--- config.mk ---
export PLATFORM = sky130hd
export DESIGN_NAME = exec_step_controller
export DESIGN_NICKNAME = d
export VERILOG_FILES = /design/src/rtl/exec_step_controller_pkg.sv /design/src/rtl/exec_step_controller_debounce.sv /design/src/rtl/exec_step_controller.sv
export SDC_FILE = /design/constraint.sdc
export NUM_CORES = 1
export LEC_CHECK = 0
export BUFFER_PORTS_ARGS = -buffer_cell sky130_fd_sc_hd__buf_2
export CAP_MARGIN = 10
export CORE_ASPECT_RATIO = 1.4
export CORE_MARGIN = 4
export CORE_UTILIZATION = 57
export DETAILED_ROUTE_END_ITERATION = 16
export HOLD_SLACK_MARGIN = 0.1
export PLACE_DENSITY = 0.8
export SETUP_SLACK_MARGIN = 0.3
export SYNTH_ARGS = -nofsm -noshare
export SYNTH_HDL_FRONTEND = slang
export SYNTH_HIERARCHICAL = 1
export SYNTH_SLANG_ARGS = --single-unit
export TNS_END_PERCENT = 30
--- constraint.sdc ---
create_clock -name clk_in -period 3.2 [get_ports clk_in]
set_input_delay 0.32 -clock clk_in [delete_from_list [all_inputs] [get_ports clk_in]]
set_output_delay 0.32 -clock clk_in [all_outputs]
set_load 0.02 [all_outputs]
--- src/rtl/exec_step_controller_pkg.sv ---
// Shared types and default timing constants for the execution step controller.
package exec_ctrl_pkg;

  typedef enum logic [1:0] {
    IDLE = 2'd0,
    STEP = 2'd1,
    RUN  = 2'd2,
    HALT = 2'd3
  } exec_state_t;

  // Defaults assume the 50 MHz board clock.
  localparam int unsigned DEF_DEBOUNCE_CYCLES = 500_000;
  localparam int unsigned DEF_RATE0_DIV       = 50_000_000;
  localparam int unsigned DEF_RATE1_DIV       = 5_000_000;
  localparam int unsigned DEF_RATE2_DIV       = 500_000;
  localparam int unsigned DEF_RATE3_DIV       = 1;

endpackage

--- src/rtl/exec_step_controller_debounce.sv ---
// Button conditioner: 2-FF synchroniser, debounce counter, rising-edge pulse.
module btn_debounce
  import exec_ctrl_pkg::*;
#(
  parameter int unsigned DEBOUNCE_CYCLES = DEF_DEBOUNCE_CYCLES
) (
  input  logic clk_in,
  input  logic rst,
  input  logic btn_raw,
  output logic btn_level,
  output logic btn_rise
);

  localparam int unsigned CW = (DEBOUNCE_CYCLES > 1) ? $clog2(DEBOUNCE_CYCLES) : 1;
  localparam logic [CW-1:0] LAST = CW'(DEBOUNCE_CYCLES - 1);

  logic          r_sync1;
  logic          r_sync2;
  logic          r_level;
  logic          r_level_d;
  logic [CW-1:0] r_cnt;

  // r_cnt counts consecutive samples that disagree with the accepted level.
  always_ff @(posedge clk_in or posedge rst) begin
    if (rst) begin
      r_sync1   <= 1'b0;
      r_sync2   <= 1'b0;
      r_level   <= 1'b0;
      r_level_d <= 1'b0;
      r_cnt     <= '0;
    end else begin
      r_sync1   <= btn_raw;
      r_sync2   <= r_sync1;
      r_level_d <= r_level;
      if (r_sync2 == r_level) begin
        r_cnt <= '0;
      end else if (r_cnt == LAST) begin
        r_level <= r_sync2;
        r_cnt   <= '0;
      end else begin
        r_cnt <= r_cnt + CW'(1);
      end
    end
  end

  assign btn_level = r_level;
  assign btn_rise  = r_level & ~r_level_d;

endmodule

--- src/rtl/exec_step_controller.sv ---
// Drives the core clock-enable: manual step, rate-divided auto-run or free-run,
// stopping on a PC breakpoint or a halt request from the core.
module exec_step_controller
  import exec_ctrl_pkg::*;
#(
  parameter int unsigned DEBOUNCE_CYCLES = DEF_DEBOUNCE_CYCLES,
  parameter int unsigned RATE0_DIV       = DEF_RATE0_DIV,
  parameter int unsigned RATE1_DIV       = DEF_RATE1_DIV,
  parameter int unsigned RATE2_DIV       = DEF_RATE2_DIV,
  parameter int unsigned RATE3_DIV       = DEF_RATE3_DIV,
  parameter int unsigned INSN_CNT_W      = 32
) (
  input  logic        clk_in,
  input  logic        rst,
  input  logic        btn_step,
  input  logic        btn_run,
  input  logic [1:0]  rate_sel,
  input  logic [31:0] pc,
  input  logic        bp_en,
  input  logic [31:0] bp_addr,
  input  logic        halt_req,
  output logic        cpu_tick,
  output logic [1:0]  state,
  output logic        bp_hit,
  output logic [31:0] insn_count
);

  exec_state_t           r_state;
  exec_state_t           w_next;
  logic [31:0]           r_presc;
  logic [31:0]           w_div;
  logic                  w_rate_tick;
  logic                  r_first;
  logic                  r_bp_hit;
  logic [INSN_CNT_W-1:0] r_insn_count;
  logic                  w_tick;
  logic                  w_step_ev;
  logic                  w_run_ev;
  logic                  w_step_level;
  logic                  w_run_level;
  logic                  w_unused_levels;
  logic                  w_bp_match;
  logic                  w_stop;
  logic                  w_enter_run;

  btn_debounce #(.DEBOUNCE_CYCLES(DEBOUNCE_CYCLES)) u_step_db (
    .clk_in    (clk_in),
    .rst       (rst),
    .btn_raw   (btn_step),
    .btn_level (w_step_level),
    .btn_rise  (w_step_ev)
  );

  btn_debounce #(.DEBOUNCE_CYCLES(DEBOUNCE_CYCLES)) u_run_db (
    .clk_in    (clk_in),
    .rst       (rst),
    .btn_raw   (btn_run),
    .btn_level (w_run_level),
    .btn_rise  (w_run_ev)
  );

  // Only the press events matter to the sequencer; levels are left for probing.
  assign w_unused_levels = w_step_level ^ w_run_level;

  always_comb begin
    w_div = 32'(RATE3_DIV);
    case (rate_sel)
      2'd0:    w_div = 32'(RATE0_DIV);
      2'd1:    w_div = 32'(RATE1_DIV);
      2'd2:    w_div = 32'(RATE2_DIV);
      default: w_div = 32'(RATE3_DIV);
    endcase
  end

  // ">=" lets a mid-run switch to a shorter divider fire at once and wrap.
  assign w_rate_tick = (r_state == RUN) && (r_presc >= (w_div - 32'd1));
  assign w_bp_match  = bp_en && (pc == bp_addr);
  // The breakpoint is masked until the first tick of a run so Run can leave it.
  assign w_stop      = halt_req | (w_bp_match & ~r_first);
  assign w_enter_run = (r_state != RUN) && (w_next == RUN);

  always_comb begin
    w_next = r_state;
    w_tick = 1'b0;
    case (r_state)
      IDLE: begin
        if (w_run_ev)       w_next = RUN;
        else if (w_step_ev) w_next = STEP;
      end
      STEP: begin
        w_tick = 1'b1;
        w_next = IDLE;
      end
      RUN: begin
        if (w_run_ev)         w_next = IDLE;
        else if (w_stop)      w_next = HALT;
        else if (w_rate_tick) w_tick = 1'b1;
      end
      HALT: begin
        if (w_run_ev)       w_next = RUN;
        else if (w_step_ev) w_next = STEP;
      end
      default: w_next = IDLE;
    endcase
  end

  always_ff @(posedge clk_in or posedge rst) begin
    if (rst) begin
      r_state      <= IDLE;
      r_presc      <= '0;
      r_first      <= 1'b0;
      r_bp_hit     <= 1'b0;
      r_insn_count <= '0;
    end else begin
      r_state <= w_next;

      if ((r_state == RUN) && (w_next == RUN)) begin
        r_presc <= w_rate_tick ? 32'd0 : r_presc + 32'd1;
      end else begin
        r_presc <= '0;
      end

      if (w_enter_run)                    r_first <= 1'b1;
      else if (w_tick && r_state == RUN) r_first <= 1'b0;

      if (w_enter_run)                                  r_bp_hit <= 1'b0;
      else if ((r_state == RUN) && (w_next == HALT))   r_bp_hit <= w_bp_match;

      if (w_tick) r_insn_count <= r_insn_count + INSN_CNT_W'(1);
    end
  end

  always_comb begin
    insn_count                   = '0;
    insn_count[INSN_CNT_W-1:0]   = r_insn_count;
  end

  assign cpu_tick = w_tick;
  assign state    = r_state;
  assign bp_hit   = r_bp_hit;

endmodule

==> impl_metrics.json <==
{
  "main_area_contributors_after_synthesis": "dfrtp_1 43%, xor2_1 11%, ha_1 7.2%",
  "synthArstFlopShare_pct": 100.0,
  "met3_length_um": 733,
  "clock_power_share_pct": 52.4,
  "internal_power_mw": 2.705,
  "number_of_warnings_reported_in_the_yosys_synthesis_log": 6,
  "floorplan.rows": 46,
  "post_synth_and_or_nand_nor_area_fraction_pct": 23.69,
  "critPathLaunch": "r_presc[9]",
  "final.fill_count": 749,
  "footprint_of_the_flip_flops_and_latches_mm2": 0.002858,
  "dr_total_vias": 5405,
  "core_area_mm2": 0.01134,
  "fraction_of_layout_cells_with_a_size_suffix_above_1_pct": 26.59,
  "cts_tree": "done",
  "hpwlAfterDp_mm": 10.76,
  "detail_route.vias_per_cell": 5.720,
  "finalWirelength_mm": 15.56,
  "grt_max_degree": 32,
  "pre_cts_slack_ns": -0.1549,
  "critPathCaptureType": "output port",
  "reg2reg_from": "r_presc[21]",
  "timing.final.crit_period_ns": 2.908,
  "run_status": "finished, final reports clean",
  "initial_core_util_pct": 58.04,
  "synth_seq_area_share_pct": 43.35,
  "nNetsFinal": 898,
  "die-height_um": 135.1,
  "setup_repair_after_global_routing_missed_its_margin": "true",
  "power.switching_fraction_pct": 22.95,
  "r2r_end": "insn_count[27]",
  "synth_top_flop_cell": "dfrtp_1",
  "critPathRequiredTime_ns": 2.88,
  "synth_largest_area_cell": "dfrtp_1",
  "cpMaxStageDelayCell": "dfrtp_1",
  "io_buffers": 107,
  "path_cells": "ha_1 > a21oi_1 > nor2_1 > a2111oi_4 > o211ai_2 > a21oi_4 > o32a_4 > inv_2 > buf_6",
  "post-route-worst-setup-slack_ns": 0.2921,
  "final_antenna_net_count": 0,
  "firstDrtPassIters": 8,
  "worst-endpoint-arrival_ns": 2.59,
  "drt-wirelength-per-cell_um": 16.46,
  "ys_seq_elements": 114,
  "cts_buffer_depth": 2,
  "synth.cell_area_mm2": 0.006581,
  "drcViolationCount": 0,
  "finalMaxSlewViolations": 0,
  "synthesized_netlist_cell_count": 653,
  "final_core_util_pct": 71.66,
  "period_share_pct": 90.87,
  "crit_type": "register to output port",
  "cts_buffers": 17,
  "sequentialPowerShare_pct": 41.7,
  "min-delay-start": "u_run_db/r_sync1",
  "multiInputGateArea_mm2": 0.003679,
  "p_switching_uw": 805.6,
  "synth-edff-count": 0,
  "layout.cell_area.non_filler_mm2": 0.008125,
  "clk_latency_ns": 0.42,
  "cp_max_fo": 3,
  "die_width_um": 98.82,
  "synthesis.area_per_instance_um2": 10.08,
  "n_antenna_cell": 0,
  "num_io_pins": 108,
  "peakVddDrop_v": 0.0002968,
  "final.hold.worst_slack_ns": 0.3493,
  "die-area_mm2": 0.01335,
  "timing_worst_slew_pin_value_ns": 0.8408,
  "synth_fa_ha_area_share_pct": 7.224,
  "grt_pass1_wl_mm": 25.61,
  "power.combinational.fraction_pct": 5.9,
  "dr.max_layer_used": "met4",
  "antenna_found_initial": 0,
  "post_synth_xor_area_fraction_pct": 15.84,
  "synth_mux_area_share_pct": 0.6274,
  "critical-path-max-stage-delay_ns": 0.40,
  "clk_pin_slew_worst_paths_ns": 0.05,
  "syn_to_final_growth_pct": 23.46,
  "hp-class": "register to register",
  "power.density_mw_per_mm2": 432.0,
  "synth_top_family_by_area": "simple AND/OR/NAND/NOR gates",
  "first_global_vias": 5621,
  "clock-root-buffer": "clkbuf_16",
  "routabilityCongestion": 0.9052,
  "r2r_cells": 10,
  "finalSetupViolations": 0,
  "worst_slew_margin_relative_to_its_limit_pct": 43.88,
  "route.layer.met1.wl_mm": 5.893,
  "synth_compound_gate_area_share_pct": 5.266,
  "skew_ns": 0.007674,
  "leakagePower_nw": 3.547,
  "worst-r2r-setup-slack_ns": 0.35,
  "cts-htree-levels": 4,
  "setup.worst_path.start_class": "register",
  "track_usage_pct": 23.52,
  "timing.final.hold_violations": 0,
  "clock_sink_count": 114,
  "met2_length_mm": 8.431,
  "synth_cell_type_count": 58,
  "globalRouteOverflowTotal": 0,
  "worst_setup_path_endpoint": "cpu_tick",
  "drt-initial-drc-count": 309,
  "max_freq_mhz": 343.9,
  "maxCapViolations": 0,
  "totalNegativeSetupSlack_ns": 0,
  "synth_top_area_share_pct": 43.35,
  "placement.cell_area_mm2": 0.007238
}
state kept, by name, indices dropped and copies added, names as in the netlist:
name                 flops
u_step_db/r_sync1        1
u_step_db/r_level_d      1
u_run_db/r_cnt          19
u_step_db/r_cnt         19
u_run_db/r_sync2         1
u_run_db/r_sync1         1
u_step_db/btn_level      1
state                    2
u_run_db/btn_level       1
bp_hit                   1
u_run_db/r_level_d       1
r_first                  1
r_presc                 32
insn_count              32
u_step_db/r_sync2        1
layer usage:
metal  GRT usage, %  vias to the layer above
li1               -                     2533
met1          25.96                     2640
met4          9.188                        0
met2          43.39                      180
met3          5.307                       52
met5              0                        -
final cells by class:
cell class,count,share of cell area [%]
tap,144,2.217
sequential,114,35.17
timing repair buffer,128,8.700
clock inverter,13,1.678
clock buffer,19,5.451
multi-input combinational,496,45.27
inverter,31,1.509
what timing repair did:
item / 4_1_cts / 5_1_grt
endpoints found under the hold margin: 31 / 0
setup buffers: 3 / 7
pin swaps: 3 / 12
hold buffers: 3 / 0
setup endpoints to repair: 6 / 8
resized for setup: 11 / 28
cell families (layout without fill, tap and decap cells):
group,count (synthesis),in the layout
buffers and inverters,48,191
adder cells (fa/ha/maj),38,38
XOR/XNOR,119,119
multiplexers,3,3
other,2,7
AO/OA/AOI/OAI,49,49
flip-flops,114,114
AND/OR/NAND/NOR,280,280
worst max-delay path: cells and delay by family, from the launching register on:
kind / cells / cell delay (ns)
buffers and inverters: 2 / 0.16
and+or+nand+nor: 1 / 0.13
DFF: 1 / 0.40
adders and majority gates: 1 / 0.34
AOI/OAI and AO/OA: 5 / 1.12
power groups by stage:
| stage | registers (mW) | logic [mW] | clock network (mW) |
|---|---|---|---|
| 5_1_grt | 1.47 | 0.232 | 1.93 |
| 3_5_place_dp | 1.49 | 0.186 | 0 |
| 3_3_place_gp | 1.49 | 0.177 | 0 |
| 6_report | 1.46 | 0.205 | 1.84 |
| 2_1_floorplan | 1.49 | 0.111 | 0 |
| 4_1_cts | 1.46 | 0.195 | 1.85 |
how the worst min path moves through the flow:
stage | endpoint | cells past startpoint
finish | u_run_db/r_sync2 | 0
global placement | u_step_db/r_sync2 | 0
global route | u_step_db/r_sync2 | 0
floorplan | u_run_db/btn_level | 1
detailed placement | u_run_db/r_sync2 | 0
CTS | u_run_db/r_sync2 | 0
cell usage in the layout, fill, tap and decap left out, types with 9 or more instances in the layout:
master	synthesis	layout
clkbuf_16	0	17
nor4_2	11	9
nor2_1	76	76
xor2_1	86	86
buf_2	2	106
ha_1	38	28
nor4_1	12	11
buf_4	0	18
nand4_1	18	18
xnor2_1	33	33
inv_1	30	24
nand3_1	36	36
a21oi_1	15	14
and3_1	19	19
nor3_1	18	17
nand2_1	41	41
dfrtp_1	114	110
stage by stage:
step                power [mW]  instances
finish                   3.510        945
global route             3.623        945
CTS                      3.511        938
detailed placement       1.674        900
global placement         1.664        900
floorplan                1.597        658
Yosys cell counts (3+ instances only):
library cell,instances
or2_1,3
nand2_1,41
and4_1,4
o211ai_1,4
and2_1,3
nand4_1,18
dfrtp_1,114
and3_1,19
clkbuf_1,5
nor4_1,12
a21oi_1,15
or4_1,3
xnor2_1,33
nand3_1,36
xor2_1,86
buf_6,5
ha_1,38
nor2_1,76
nor4_2,11
or4b_1,4
nor3_1,18
o21ai_0,8
nand4b_1,4
nor2b_1,3
o31ai_1,3
or2_2,3
inv_1,30
nor3b_1,3
or3_1,7
No activity file was read; power rests on OpenSTA's default activity.
